File: src/rtl/ram_param.sv
// Parameterized word-addressed RAM with async-clear storage, 1-cycle registered reads,
// out-of-range error pulse and a background fill engine that writes one word per cycle.

module ram_param_word #(
  parameter int WIDTH = 4
) (
  input  logic             clk,
  input  logic             clear,
  input  logic             we,
  input  logic [WIDTH-1:0] d,
  output logic [WIDTH-1:0] q
);
  always_ff @(posedge clk or negedge clear) begin
    if (!clear)  q <= '0;
    else if (we) q <= d;
  end
endmodule

module ram_param #(
  parameter  int WIDTH  = 4,
  parameter  int DEPTH  = 4,
  localparam int ADDR_W = $clog2(DEPTH)
) (
  input  logic              clk,
  input  logic              clear,
  input  logic              enable,
  input  logic              readWrite,
  input  logic [ADDR_W-1:0] address,
  input  logic [WIDTH-1:0]  dataIn,
  input  logic              fill,
  input  logic [WIDTH-1:0]  fillValue,
  output logic [WIDTH-1:0]  dataOut,
  output logic              valid,
  output logic              busy,
  output logic              error
);
  typedef enum logic {IDLE, FILL} state_t;

  state_t                        state;
  logic [ADDR_W-1:0]             fill_idx;
  logic [WIDTH-1:0]              pattern;
  logic [DEPTH-1:0][WIDTH-1:0]   mem;
  logic [DEPTH-1:0]              word_we;
  logic [WIDTH-1:0]              word_d;
  logic [WIDTH-1:0]              rd_data;
  logic                          filling;
  logic                          accept;
  logic                          in_range;

  assign filling  = (state == FILL);
  assign accept   = !filling && enable && !fill;
  // Extra MSB so DEPTH itself is representable when DEPTH is a power of two.
  assign in_range = ({1'b0, address} < (ADDR_W+1)'(DEPTH));
  assign word_d   = filling ? pattern : dataIn;
  assign busy     = filling;

  for (genvar i = 0; i < DEPTH; i++) begin : g_word
    assign word_we[i] = filling ? (fill_idx == ADDR_W'(i))
                                : (accept && readWrite && in_range && (address == ADDR_W'(i)));
    ram_param_word #(.WIDTH(WIDTH)) u_word (
      .clk   (clk),
      .clear (clear),
      .we    (word_we[i]),
      .d     (word_d),
      .q     (mem[i])
    );
  end

  always_comb begin
    rd_data = '0;
    for (int i = 0; i < DEPTH; i++)
      if (address == ADDR_W'(i)) rd_data = mem[i];
  end

  // fill outranks enable in IDLE; everything is ignored while filling.
  always_ff @(posedge clk or negedge clear) begin
    if (!clear) begin
      state    <= IDLE;
      fill_idx <= '0;
      pattern  <= '0;
      dataOut  <= '0;
      valid    <= 1'b0;
      error    <= 1'b0;
    end else begin
      valid <= 1'b0;
      error <= 1'b0;
      case (state)
        IDLE: begin
          if (fill) begin
            pattern  <= fillValue;
            fill_idx <= '0;
            state    <= FILL;
          end else if (enable) begin
            if (!in_range) begin
              error <= 1'b1;
            end else if (!readWrite) begin
              dataOut <= rd_data;
              valid   <= 1'b1;
            end
          end
        end
        FILL: begin
          if (fill_idx == ADDR_W'(DEPTH-1)) begin
            fill_idx <= '0;
            state    <= IDLE;
          end else begin
            fill_idx <= fill_idx + ADDR_W'(1);
          end
        end
      endcase
    end
  end
endmodule

File: config.mk
export PLATFORM = sky130hd
export DESIGN_NAME = ram_param
export DESIGN_NICKNAME = d
export VERILOG_FILES = /design/src/rtl/ram_param.sv
export SDC_FILE = /design/constraint.sdc
export NUM_CORES = 1
export LEC_CHECK = 0
export ABC_AREA = 1
export CORE_UTILIZATION = 35
export CTS_CLUSTER_SIZE = 16
export DETAILED_ROUTE_END_ITERATION = 12
export MAX_ROUTING_LAYER = met4
export SLEW_MARGIN = 20
export SYNTH_ARGS = -nofsm -noshare
export SYNTH_HDL_FRONTEND = slang
export SYNTH_SLANG_ARGS = --single-unit
export TNS_END_PERCENT = 30
File: constraint.sdc
create_clock -name clk -period 1.2 [get_ports clk]
set_input_delay 0.36 -clock clk [delete_from_list [all_inputs] [get_ports clk]]
set_output_delay 0.36 -clock clk [all_outputs]
set_load 0.02 [all_outputs]
==> results of run 1 <==
==> how the worst min path moves through the flow <==
stage	startpoint	to	slack, ns
after floorplan	clear	busy	0.06
after global placement	dataOut[3]	dataOut[3]	0.47
after detailed placement	dataOut[2]	dataOut[2]	0.47
after CTS	clear	valid	0.44
after global routing	clear	dataOut[3]	0.45
final	clear	dataOut[3]	0.44
==> state kept, by name (all words and copies together) (netlist names) <==
name and flops:
valid 1, busy 1, g_word.u_word.q 16, dataOut 4, pattern 4, fill_idx 2
==> where the power goes <==
| part | leakage, nW | switching (W) | total (W) | internal, W |
|---|---|---|---|---|
| logic | 0.616 | 0.00113 | 0.00192 | 0.000793 |
| clock network | 0.0288 | 0.000292 | 0.000586 | 0.000294 |
| registers | 0.348 | 0.000252 | 0.00163 | 0.00138 |
==> cell type report <==
cell class / instances / area (sq um)
clock buffer: 4 / 55.1
fill: 360 / 1870
inverter: 9 / 35.0
multi-input combinational: 130 / 764
sequential: 28 / 702
tap: 48 / 60.1
timing repair buffer: 32 / 310
==> through the flow <==
| step | setup TNS [ns] | worst slack, ns |
|---|---|---|
| after global routing | -1.38 | -0.0930 |
| after floorplan | 0 | 0.0520 |
| after detailed placement | -11.11 | -0.459 |
| after global placement | -10.26 | -0.412 |
| final | -0.0898 | -0.0303 |
| after CTS | -0.0706 | -0.0360 |
==> timing repair <==
action                     in CTS  in global routing
setup endpoints to repair      31                 28
setup buffers                   2                  0
gates resized for setup        35                 10
pin swaps                       2                  2
==> kinds of logic after synthesis <==
family | after synthesis | synth area share (%)
AND/OR/NAND/NOR | 114 | 38.7
flip-flops | 28 | 48.6
buffers and inverters | 11 | 3.30
AO/OA/AOI/OAI | 7 | 2.52
multiplexers | 4 | 3.12
adder cells (fa/ha/maj) | 4 | 3.47
other | 1 | 0.260
==> routing by layer <==
layer / vias to the layer above / GRT usage, % / wire length, um
li1: 609 / - / -
met1: 570 / 20.7 / 1460
met5: - / - / 0
met4: 0 / 5.85 / 60
met2: 30 / 28.8 / 1570
met3: 8 / 3.28 / 134
==> cells in the mapped netlist <==
cell type,n,area share (%)
o21ai_0,6,2.1
nand2_4,1,0.78
inv_1,4,1.0
buf_2,1,0.35
clkinv_2,1,0.35
conb_1,1,0.26
o22ai_1,1,0.43
nand2_1,66,17
inv_2,4,1.0
mux2_1,4,3.1
nand2_2,10,4.3
nor2_1,9,2.3
dfrtp_1,28,49
nand4_4,2,3.0
nand4_2,2,1.7
ha_1,4,3.5
nor2_2,2,0.87
buf_4,1,0.52
nor2_4,2,1.6
nand3_1,20,6.9
==> results.md, run 1 <==
- Fin Hold WS: 0.440 ns
- Die W: 66.2 um
- Placer congestion estimate: 0.788
- Unrepaired setup endpoints after global routing: true
- Clock sink count: 28
- CP bufs+invs: 1
- Ratio of cells with drive above 1 in the final layout: 27.6%
- Die area: 4380 sq um
- Seq cells post-synth: 28
- Yosys warns: 0
- Ports: 22
- Vias in the first global route: 1210
- Detailed Route Iter0 Violations: 45
- Worst Path Required: 0.84 ns
- Syn_nets: 188
- First-pass GRT wire length: 5460 um
- Data arrival, critical path: 0.87 ns
- Post-DR vias/cell: 4.85
- Core Region: 3800 sq um
- Post-Route WL: 3230 um
- Drt wl/cell: 12.9 um
- Commonest non-fill, non-tap cell in the layout: nand2_1
- Achievable Freq: 813 MHz
- Worst path max stage delay: 0.43 ns
- CTS tree: built
- Overall power: 0.00414 W
- Max-slew violation count: 0
- R2R Setup Slk: -0.02 ns
- Root Driver: clkbuf_8
- Synth-to-Final Area Change: 33.7%
- CTS hold repair buffers: 0
- CP startpoint: busy
- Crit Path Category: register to primary output
- CP Launch Type: register
- Register area share after synthesis: 48.6%
- Syn Inst Count: 169
- Final HPWL DP: 2420 um
- Chip height: 66.2 um
- DR vias: 1217
- Final setup vio count: 7
- Reg2Reg Capture Point: g_word[3].u_word.q[2]
- CTS max path bufs: 2
- Distinct cells, synth: 20
- Maximum vdd drop: 1.19 mV
- CTS clk-pin slew, worst paths: 0.10 ns
- Status: complete, but fails checks
- Post-route DRC violation count: 0
- GR Util All Layers: 17.2%
- Max Cap Viol: 0
- TritonCTS Buffers: 3
- Final nets: 223
- Worst path cell trace: buf_2
- Power Dens Cells: 2150 nW/um^2
- Final Instance Area: 1930 sq um
- Syn Area/Cell: 8.53 sq um
- GRT Residual Overflow: 0
- Commonest non-fill, non-tap cells in the layout: 60 x nand2_1, 27 x dfrtp_1, 20 x nand3_1
- ANT nets after route: 0
- Final Skew: 0.00806 ns
- Final Critical Period: 1.23 ns
- Largest net degree at the start of global routing: 29
- Row count: 22
- Slowest CP cell: dfrtp_2
- Initial cell density of the core: 37.9%
- I/O Buffers: 20
- Lkg Pwr: 0.993 nW
- DP Area: 1800 sq um
- Fin. Hold Viols: 0
- Fin cells: 251
- Post-Synthesis Cell Area: 1440 sq um
- Post-layout util: 50.7%
- Hold Path Class: primary input to asynchronous set/reset pin
- Worst-path fanout max: 3
- H-tree levels: 1
- Critical Path Stages: 1
- First-pass detailed-route iteration total: 4
- Setup crit end: busy
- Period utilisation layout: 103%
- FF-to-FF path depth: 6
- Initial antenna violation count: 0
- Worst setup EP type: primary output
- FF-to-FF Start: busy
- Ant diodes: 0
- Clock Latency Late Sink: 0.28 ns
- Dpl cells: 245
- Crit path max-delay family: flip-flops
- Min setup slack post-route: -0.0303 ns
- Failing checks: negative setup slack
No activity file was read; power rests on OpenSTA's default activity.
==> run 2, diff against run 1 <==
--- a/config.mk
+++ b/config.mk
@@ -10,7 +10,6 @@
 export CTS_CLUSTER_SIZE = 16
 export DETAILED_ROUTE_END_ITERATION = 12
 export MAX_ROUTING_LAYER = met4
-export SLEW_MARGIN = 20
 export SYNTH_ARGS = -nofsm -noshare
 export SYNTH_HDL_FRONTEND = slang
 export SYNTH_SLANG_ARGS = --single-unit
==> results of run 2 <==
Same layout as run 1: the final DEF is identical, and so are final timing and power.
